[config.mk]
export PLATFORM = sky130hd
export DESIGN_NAME = bram_arbiter_flat
export DESIGN_NICKNAME = d
export VERILOG_FILES = /design/src/rtl/bram_arbiter_if.sv /design/src/rtl/bram_arbiter.sv /design/src/flat_wrapper.sv
export SDC_FILE = /design/constraint.sdc
export NUM_CORES = 1
export LEC_CHECK = 0
export ABC_AREA = 1
export CORE_AREA = 2 2 102 104
export DETAILED_ROUTE_END_ITERATION = 6
export DIE_AREA = 0 0 104 106
export PLACE_DENSITY = 0.83
export SLEW_MARGIN = 15
export SYNTH_ARGS = -nofsm -noshare
export SYNTH_HDL_FRONTEND = slang
export SYNTH_SLANG_ARGS = --single-unit
[constraint.sdc]
create_clock -name clk -period 4.29 [get_ports clk]
set_input_delay 0.6435 -clock clk [delete_from_list [all_inputs] [get_ports clk]]
set_output_delay 0.6435 -clock clk [all_outputs]
set_load 0.005 [all_outputs]
[src/rtl/bram_arbiter_if.sv]
// Bus bundle between the CPU requesters (I fetch, D data), the arbiter and the
// BRAM access block. The arbiter uses the slave view; the core/memory side
// (or a testbench standing in for both) uses the master view.
interface bram_arbiter_if #(
  parameter int ADDR_W = 15
);
  // instruction-fetch requester
  logic              i_req;
  logic [31:0]       i_addr;
  logic              i_ack;
  // data requester
  logic              d_req;
  logic              d_we;
  logic [31:0]       d_addr;
  logic [31:0]       d_wdata;
  logic [3:0]        d_strb;
  logic              d_ack;
  // response shared by both requesters
  logic [31:0]       rsp_rdata;
  logic              rsp_err;
  // memory port
  logic              m_req;
  logic              m_we;
  logic [ADDR_W-1:0] m_addr;
  logic [31:0]       m_wdata;
  logic [3:0]        m_strb;
  logic              m_done;
  logic [31:0]       m_rdata;
  logic              m_err;

  modport slave (
    input  i_req, i_addr, d_req, d_we, d_addr, d_wdata, d_strb,
    input  m_done, m_rdata, m_err,
    output i_ack, d_ack, rsp_rdata, rsp_err,
    output m_req, m_we, m_addr, m_wdata, m_strb
  );

  modport master (
    output i_req, i_addr, d_req, d_we, d_addr, d_wdata, d_strb,
    output m_done, m_rdata, m_err,
    input  i_ack, d_ack, rsp_rdata, rsp_err,
    input  m_req, m_we, m_addr, m_wdata, m_strb
  );
endinterface

[src/rtl/bram_arbiter.sv]
// Round-robin arbiter sharing one BRAM port between instruction fetch (I) and
// data (D). One transaction in flight at a time; a memory access that never
// completes is closed with an error after TIMEOUT cycles.
module bram_arbiter #(
  parameter int ADDR_W  = 15,
  parameter int TIMEOUT = 1024
) (
  input  logic          clk,
  input  logic          reset,
  bram_arbiter_if.slave bus
);

  localparam int            TW     = (TIMEOUT > 2) ? $clog2(TIMEOUT) : 1;
  localparam logic [TW-1:0] T_LAST = TW'(TIMEOUT - 1);

  typedef enum logic [1:0] {
    S_IDLE  = 2'd0,
    S_ISSUE = 2'd1,
    S_WAIT  = 2'd2,
    S_RESP  = 2'd3
  } state_t;

  state_t            state_r;
  state_t            state_next_s;
  logic              grant_s;       // a requester wins this cycle (IDLE only)
  logic              grant_d_s;     // the winner is D
  logic              timeout_s;     // WAIT expired without m_done
  // Last winner; while a transaction is open it also names its owner.
  logic              last_d_r;
  logic [TW-1:0]     timer_r;

  logic              i_ack_r;
  logic              d_ack_r;
  logic [31:0]       rsp_rdata_r;
  logic              rsp_err_r;
  logic              m_req_r;
  logic              m_we_r;
  logic [ADDR_W-1:0] m_addr_r;
  logic [31:0]       m_wdata_r;
  logic [3:0]        m_strb_r;

  assign bus.i_ack     = i_ack_r;
  assign bus.d_ack     = d_ack_r;
  assign bus.rsp_rdata = rsp_rdata_r;
  assign bus.rsp_err   = rsp_err_r;
  assign bus.m_req     = m_req_r;
  assign bus.m_we      = m_we_r;
  assign bus.m_addr    = m_addr_r;
  assign bus.m_wdata   = m_wdata_r;
  assign bus.m_strb    = m_strb_r;

  // Next-state and arbitration decision.
  always_comb begin
    state_next_s = state_r;
    grant_s      = 1'b0;
    grant_d_s    = 1'b0;
    timeout_s    = 1'b0;
    case (state_r)
      S_IDLE: begin
        if (bus.i_req && bus.d_req) begin
          grant_s      = 1'b1;
          grant_d_s    = ~last_d_r;
          state_next_s = S_ISSUE;
        end else if (bus.i_req) begin
          grant_s      = 1'b1;
          grant_d_s    = 1'b0;
          state_next_s = S_ISSUE;
        end else if (bus.d_req) begin
          grant_s      = 1'b1;
          grant_d_s    = 1'b1;
          state_next_s = S_ISSUE;
        end else begin
          state_next_s = S_IDLE;
        end
      end
      S_ISSUE: begin
        state_next_s = S_WAIT;
      end
      S_WAIT: begin
        if (bus.m_done) begin
          state_next_s = S_RESP;
        end else if (timer_r == T_LAST) begin
          timeout_s    = 1'b1;
          state_next_s = S_RESP;
        end else begin
          state_next_s = S_WAIT;
        end
      end
      S_RESP: begin
        state_next_s = S_IDLE;
      end
      default: begin
        state_next_s = S_IDLE;
      end
    endcase
  end

  // State register.
  always_ff @(posedge clk) begin
    if (reset) begin
      state_r <= S_IDLE;
    end else begin
      state_r <= state_next_s;
    end
  end

  // Latched memory command, timeout timer and registered responses/acks.
  always_ff @(posedge clk) begin
    if (reset) begin
      last_d_r    <= 1'b1;
      timer_r     <= '0;
      i_ack_r     <= 1'b0;
      d_ack_r     <= 1'b0;
      rsp_rdata_r <= 32'h0000_0000;
      rsp_err_r   <= 1'b0;
      m_req_r     <= 1'b0;
      m_we_r      <= 1'b0;
      m_addr_r    <= '0;
      m_wdata_r   <= 32'h0000_0000;
      m_strb_r    <= 4'b0000;
    end else begin
      i_ack_r <= 1'b0;
      d_ack_r <= 1'b0;
      case (state_r)
        S_IDLE: begin
          if (grant_s) begin
            last_d_r <= grant_d_s;
            if (grant_d_s) begin
              m_we_r    <= bus.d_we;
              m_addr_r  <= bus.d_addr[ADDR_W-1:0];
              m_wdata_r <= bus.d_wdata;
              m_strb_r  <= bus.d_we ? bus.d_strb : 4'b0000;
            end else begin
              m_we_r    <= 1'b0;
              m_addr_r  <= bus.i_addr[ADDR_W-1:0];
              m_wdata_r <= 32'h0000_0000;
              m_strb_r  <= 4'b0000;
            end
          end
        end
        S_ISSUE: begin
          m_req_r <= 1'b1;
          timer_r <= '0;
        end
        S_WAIT: begin
          if (bus.m_done) begin
            m_req_r     <= 1'b0;
            rsp_rdata_r <= m_we_r ? 32'h0000_0000 : bus.m_rdata;
            rsp_err_r   <= bus.m_err;
            i_ack_r     <= ~last_d_r;
            d_ack_r     <= last_d_r;
          end else if (timeout_s) begin
            m_req_r     <= 1'b0;
            rsp_rdata_r <= 32'h0000_0000;
            rsp_err_r   <= 1'b1;
            i_ack_r     <= ~last_d_r;
            d_ack_r     <= last_d_r;
          end else begin
            timer_r <= timer_r + TW'(1);
          end
        end
        S_RESP: begin
          timer_r <= '0;
        end
        default: begin
          timer_r <= '0;
        end
      endcase
    end
  end

endmodule

[src/flat_wrapper.sv]
// flat-port wrapper written by rule: the top's interface ports become plain ports
module bram_arbiter_flat 
#(
  parameter int ADDR_W  = 15,
  parameter int TIMEOUT = 1024
)
  (clk, reset, bus_i_req, bus_i_addr, bus_d_req, bus_d_we, bus_d_addr, bus_d_wdata, bus_d_strb, bus_m_done, bus_m_rdata, bus_m_err, bus_i_ack, bus_d_ack, bus_rsp_rdata, bus_rsp_err, bus_m_req, bus_m_we, bus_m_addr, bus_m_wdata, bus_m_strb);
  bram_arbiter_if #(.ADDR_W(ADDR_W)) bus_i ();
  input  logic clk;
  input  logic reset;
  input wire logic [$bits(bus_i.i_req)-1:0] bus_i_req;
  input wire logic [$bits(bus_i.i_addr)-1:0] bus_i_addr;
  input wire logic [$bits(bus_i.d_req)-1:0] bus_d_req;
  input wire logic [$bits(bus_i.d_we)-1:0] bus_d_we;
  input wire logic [$bits(bus_i.d_addr)-1:0] bus_d_addr;
  input wire logic [$bits(bus_i.d_wdata)-1:0] bus_d_wdata;
  input wire logic [$bits(bus_i.d_strb)-1:0] bus_d_strb;
  input wire logic [$bits(bus_i.m_done)-1:0] bus_m_done;
  input wire logic [$bits(bus_i.m_rdata)-1:0] bus_m_rdata;
  input wire logic [$bits(bus_i.m_err)-1:0] bus_m_err;
  output wire logic [$bits(bus_i.i_ack)-1:0] bus_i_ack;
  output wire logic [$bits(bus_i.d_ack)-1:0] bus_d_ack;
  output wire logic [$bits(bus_i.rsp_rdata)-1:0] bus_rsp_rdata;
  output wire logic [$bits(bus_i.rsp_err)-1:0] bus_rsp_err;
  output wire logic [$bits(bus_i.m_req)-1:0] bus_m_req;
  output wire logic [$bits(bus_i.m_we)-1:0] bus_m_we;
  output wire logic [$bits(bus_i.m_addr)-1:0] bus_m_addr;
  output wire logic [$bits(bus_i.m_wdata)-1:0] bus_m_wdata;
  output wire logic [$bits(bus_i.m_strb)-1:0] bus_m_strb;
  assign bus_i.i_req = bus_i_req;
  assign bus_i.i_addr = bus_i_addr;
  assign bus_i.d_req = bus_d_req;
  assign bus_i.d_we = bus_d_we;
  assign bus_i.d_addr = bus_d_addr;
  assign bus_i.d_wdata = bus_d_wdata;
  assign bus_i.d_strb = bus_d_strb;
  assign bus_i.m_done = bus_m_done;
  assign bus_i.m_rdata = bus_m_rdata;
  assign bus_i.m_err = bus_m_err;
  assign bus_i_ack = bus_i.i_ack;
  assign bus_d_ack = bus_i.d_ack;
  assign bus_rsp_rdata = bus_i.rsp_rdata;
  assign bus_rsp_err = bus_i.rsp_err;
  assign bus_m_req = bus_i.m_req;
  assign bus_m_we = bus_i.m_we;
  assign bus_m_addr = bus_i.m_addr;
  assign bus_m_wdata = bus_i.m_wdata;
  assign bus_m_strb = bus_i.m_strb;
  bram_arbiter #(.ADDR_W(ADDR_W), .TIMEOUT(TIMEOUT)) u_core (.clk(clk), .reset(reset), .bus(bus_i));
endmodule
==> reports/qor.yml <==
clocking:
  path_clk_slew_ps: 90
  cts_buffers: 9
  cts_setup_buffers: 0
  cts_root_buf: "clkbuf_8"
  insertion_delay_ps: 350
  ctsResizeCount: 0
  hold_buffers: 0
  clock_path_buffers: 2
  cts_tree: "built"
  h-tree-depth: 3
  clock_sinks: 101
routing:
  drt.antenna.violating_nets: 0
  wl_um: 11420
  routedWlPerCell_um: 13.59
  routed_via_density: 4.850
  drcViolationCount: 0
  first_iter_violations: 180
  vias: 4074
  first_pass_iters: 6
timing:
  rsz0062_at_grt: "no"
  period_needed_ps: 2465
  timing.final.crit_share: 0.5746
  finClkSkew_ps: 12.61
  slew_viol_final: 0
  finalHoldWorstSlack_ps: 463.8
  finalSetupViolCount: 0
  fmax_mhz: 405.7
  finalHoldViolCount: 0
  fin_setup_tns_ps: 0
  maxSlewHeadroom: 0.2582
  worst_pin_slew_ps: 1111
setup_path:
  cp-end-kind: "flip-flop"
  setup.worst_path.class: "in -> reg"
  start_kind: "input port"
  crit_fanout: 38
  reg2reg_depth: 8
  worstReg2RegEnd: "u_core.bus.m_wdata[25]"
  crit_required_ps: 4560
  cp.arrival_ps: 2740
  reg2reg_slack_ps: 2010
  r2r-start: "u_core.state_r[0]"
grt:
  antenna_found_initial: 0
  grt_pass1_vias: 4123
  overflow: 0
  grt_pass1_wl_um: 18650
  grt_max_degree: 77
  track_usage: 0.2049
placement:
  place_congestion: 0.8727
  portBuffers: 192
  place_hpwl_um: 8358
synth:
  synth_seq_cells: 101
  ys_seq_area_frac: 0.5114
  synth_fp_nets: 671
  syn_inst: 526
  ys_warn_count: 0
  netlist_area_um2: 3954
  yosysUniqueCellTypes: 23
  avgSynthCellArea_um2: 7.517
floorplanning:
  fp.dieW_um: 104
  fp.dieH_um: 106
  die-area_um2: 11020
  core_um2: 10000
  rows: 37
  ioPinCount: 227
  start_util: 0.3954
cells_and_area:
  fillers: 889
  multi_input_area_um2: 1657
  drive_gt1_frac: 0.03835
  area_delta_synth_final_pct: 54.49
  seq_area_um2: 2022
  final_nets: 845
  diodes: 0
run_status:
  run_status: "finished, final reports clean"
flow_run:
  drv_cap: 0
min_path:
  hp-class: "reg -> reg"
  holdPathStages: 2
  hp-start: "u_core.bus.rsp_rdata[29]"
  min_to: "u_core.bus.rsp_rdata[29]"
power_and_ir_drop:
  power.leakage_uw: 0.002282
  ir_worst_vdd_mv: 0.2152
  powerDensity_nw_per_um2: 397.7
[critical path: stages]
cell and delay, ps:
clkdlybuf4s50_1 460, nor2_1 190, nor2_2 50, buf_4 210
inv_1 820, nand2_1 130, a21oi_1 210
[through the flow]
| step | setup WS (ps) | area [um2] | cells | utilization | power [uW] |
|---|---|---|---|---|---|
| after floorplan | 2806 | 3954 | 526 | - | 1506 |
| after global placement | 1566 | 5922 | 825 | 0.5922 | 1846 |
| after detailed placement | 1430 | 5922 | 825 | 0.5922 | 1880 |
| after CTS | 1799 | 6103 | 840 | 0.6104 | 2454 |
| after global routing | 1667 | 6108 | 840 | 0.6109 | 2586 |
| final | 1825 | 6108 | 840 | 0.6109 | 2429 |
[per-layer routing]
metal	global-route usage	wire, um
met2	0.3778	5832
met4	0.06660	174
met5	0	0
met1	0.2178	4469
met3	0.07296	941
[power breakdown]
group | internal (uW) | switching (uW)
combinational | 364 | 370
clock | 267 | 309
sequential | 1050 | 65.8
total | 1680 | 744
[how the worst max path moves through the flow]
| stage | startpoint | endpoint |
|---|---|---|
| after global placement | bus_d_req | u_core.bus.m_wdata[12] |
| final | bus_d_req | u_core.bus.m_wdata[25] |
| after CTS | bus_d_req | u_core.bus.m_wdata[25] |
| after global routing | bus_d_req | u_core.bus.m_wdata[5] |
| after detailed placement | bus_d_req | u_core.bus.m_wdata[25] |
| after floorplan | bus_d_req | u_core.bus.m_wdata[29] |
[cell usage after synthesis]
master	number	area share
inv_1	37	0.035
dfxtp_1	101	0.51
o21ai_0	19	0.024
nand3_1	13	0.016
nor2_4	1	0.0028
nor2_1	19	0.018
nand4_1	6	0.0095
buf_6	1	0.0028
o21bai_1	1	0.0019
clkbuf_1	15	0.014
o22ai_1	15	0.024
nand3_2	1	0.0025
buf_2	13	0.016
nor3b_2	1	0.0032
nand4_2	1	0.0032
nor3_1	3	0.0038
nand2_1	174	0.17
o211ai_1	1	0.0019
nor2_2	2	0.0032
ha_1	6	0.019
a21oi_1	90	0.11
buf_1	3	0.0028
nand2_2	3	0.0047
[cell usage in the layout, fill, tap and decap left out]
cell type,netlist,layout
nor3b_2,1,1
clkbuf_8,0,9
inv_1,37,37
nor2_4,1,2
clkinv_2,0,1
ha_1,6,6
clkbuf_1,15,2
buf_2,13,1
o22ai_1,15,15
buf_4,0,3
nor3_1,3,3
nand4_1,6,6
bufinv_16,0,1
nor2_2,2,2
dfxtp_1,101,101
o21ai_0,19,19
clkdlybuf4s50_1,0,191
o21bai_1,1,1
o211ai_1,1,1
nand2_1,174,174
nand4_2,1,1
clkinvlp_4,0,2
a21oi_1,90,90
nand2_2,3,3
nand3_1,13,13
nor2_1,19,18
nand3_2,1,1
[final cells by class]
| type | count | area share |
|---|---|---|
| Multi-Input combinational cell | 356 | 0.2712 |
| Timing Repair Buffer | 195 | 0.3175 |
| Clock inverter | 4 | 0.008193 |
| Tap cell | 136 | 0.02786 |
| Inverter | 37 | 0.02274 |
| Sequential cell | 101 | 0.3310 |
| Clock buffer | 11 | 0.02151 |
[state kept, by name, indices dropped and copies added (netlist names), 2 cells and up]
signal,cells
u_core.bus.m_wdata,32
u_core.bus.rsp_rdata,32
u_core.bus.m_addr,15
u_core.timer_r,10
u_core.bus.m_strb,4
u_core.state_r,2
[cells by family after synthesis]
family	count (synthesis)	synth area share
flops	101	0.5114
compound gates	126	0.1655
buf+inv	69	0.07152
fa+ha+maj	6	0.01899
simple gates	224	0.2326
No activity file was read; power rests on OpenSTA's default activity.
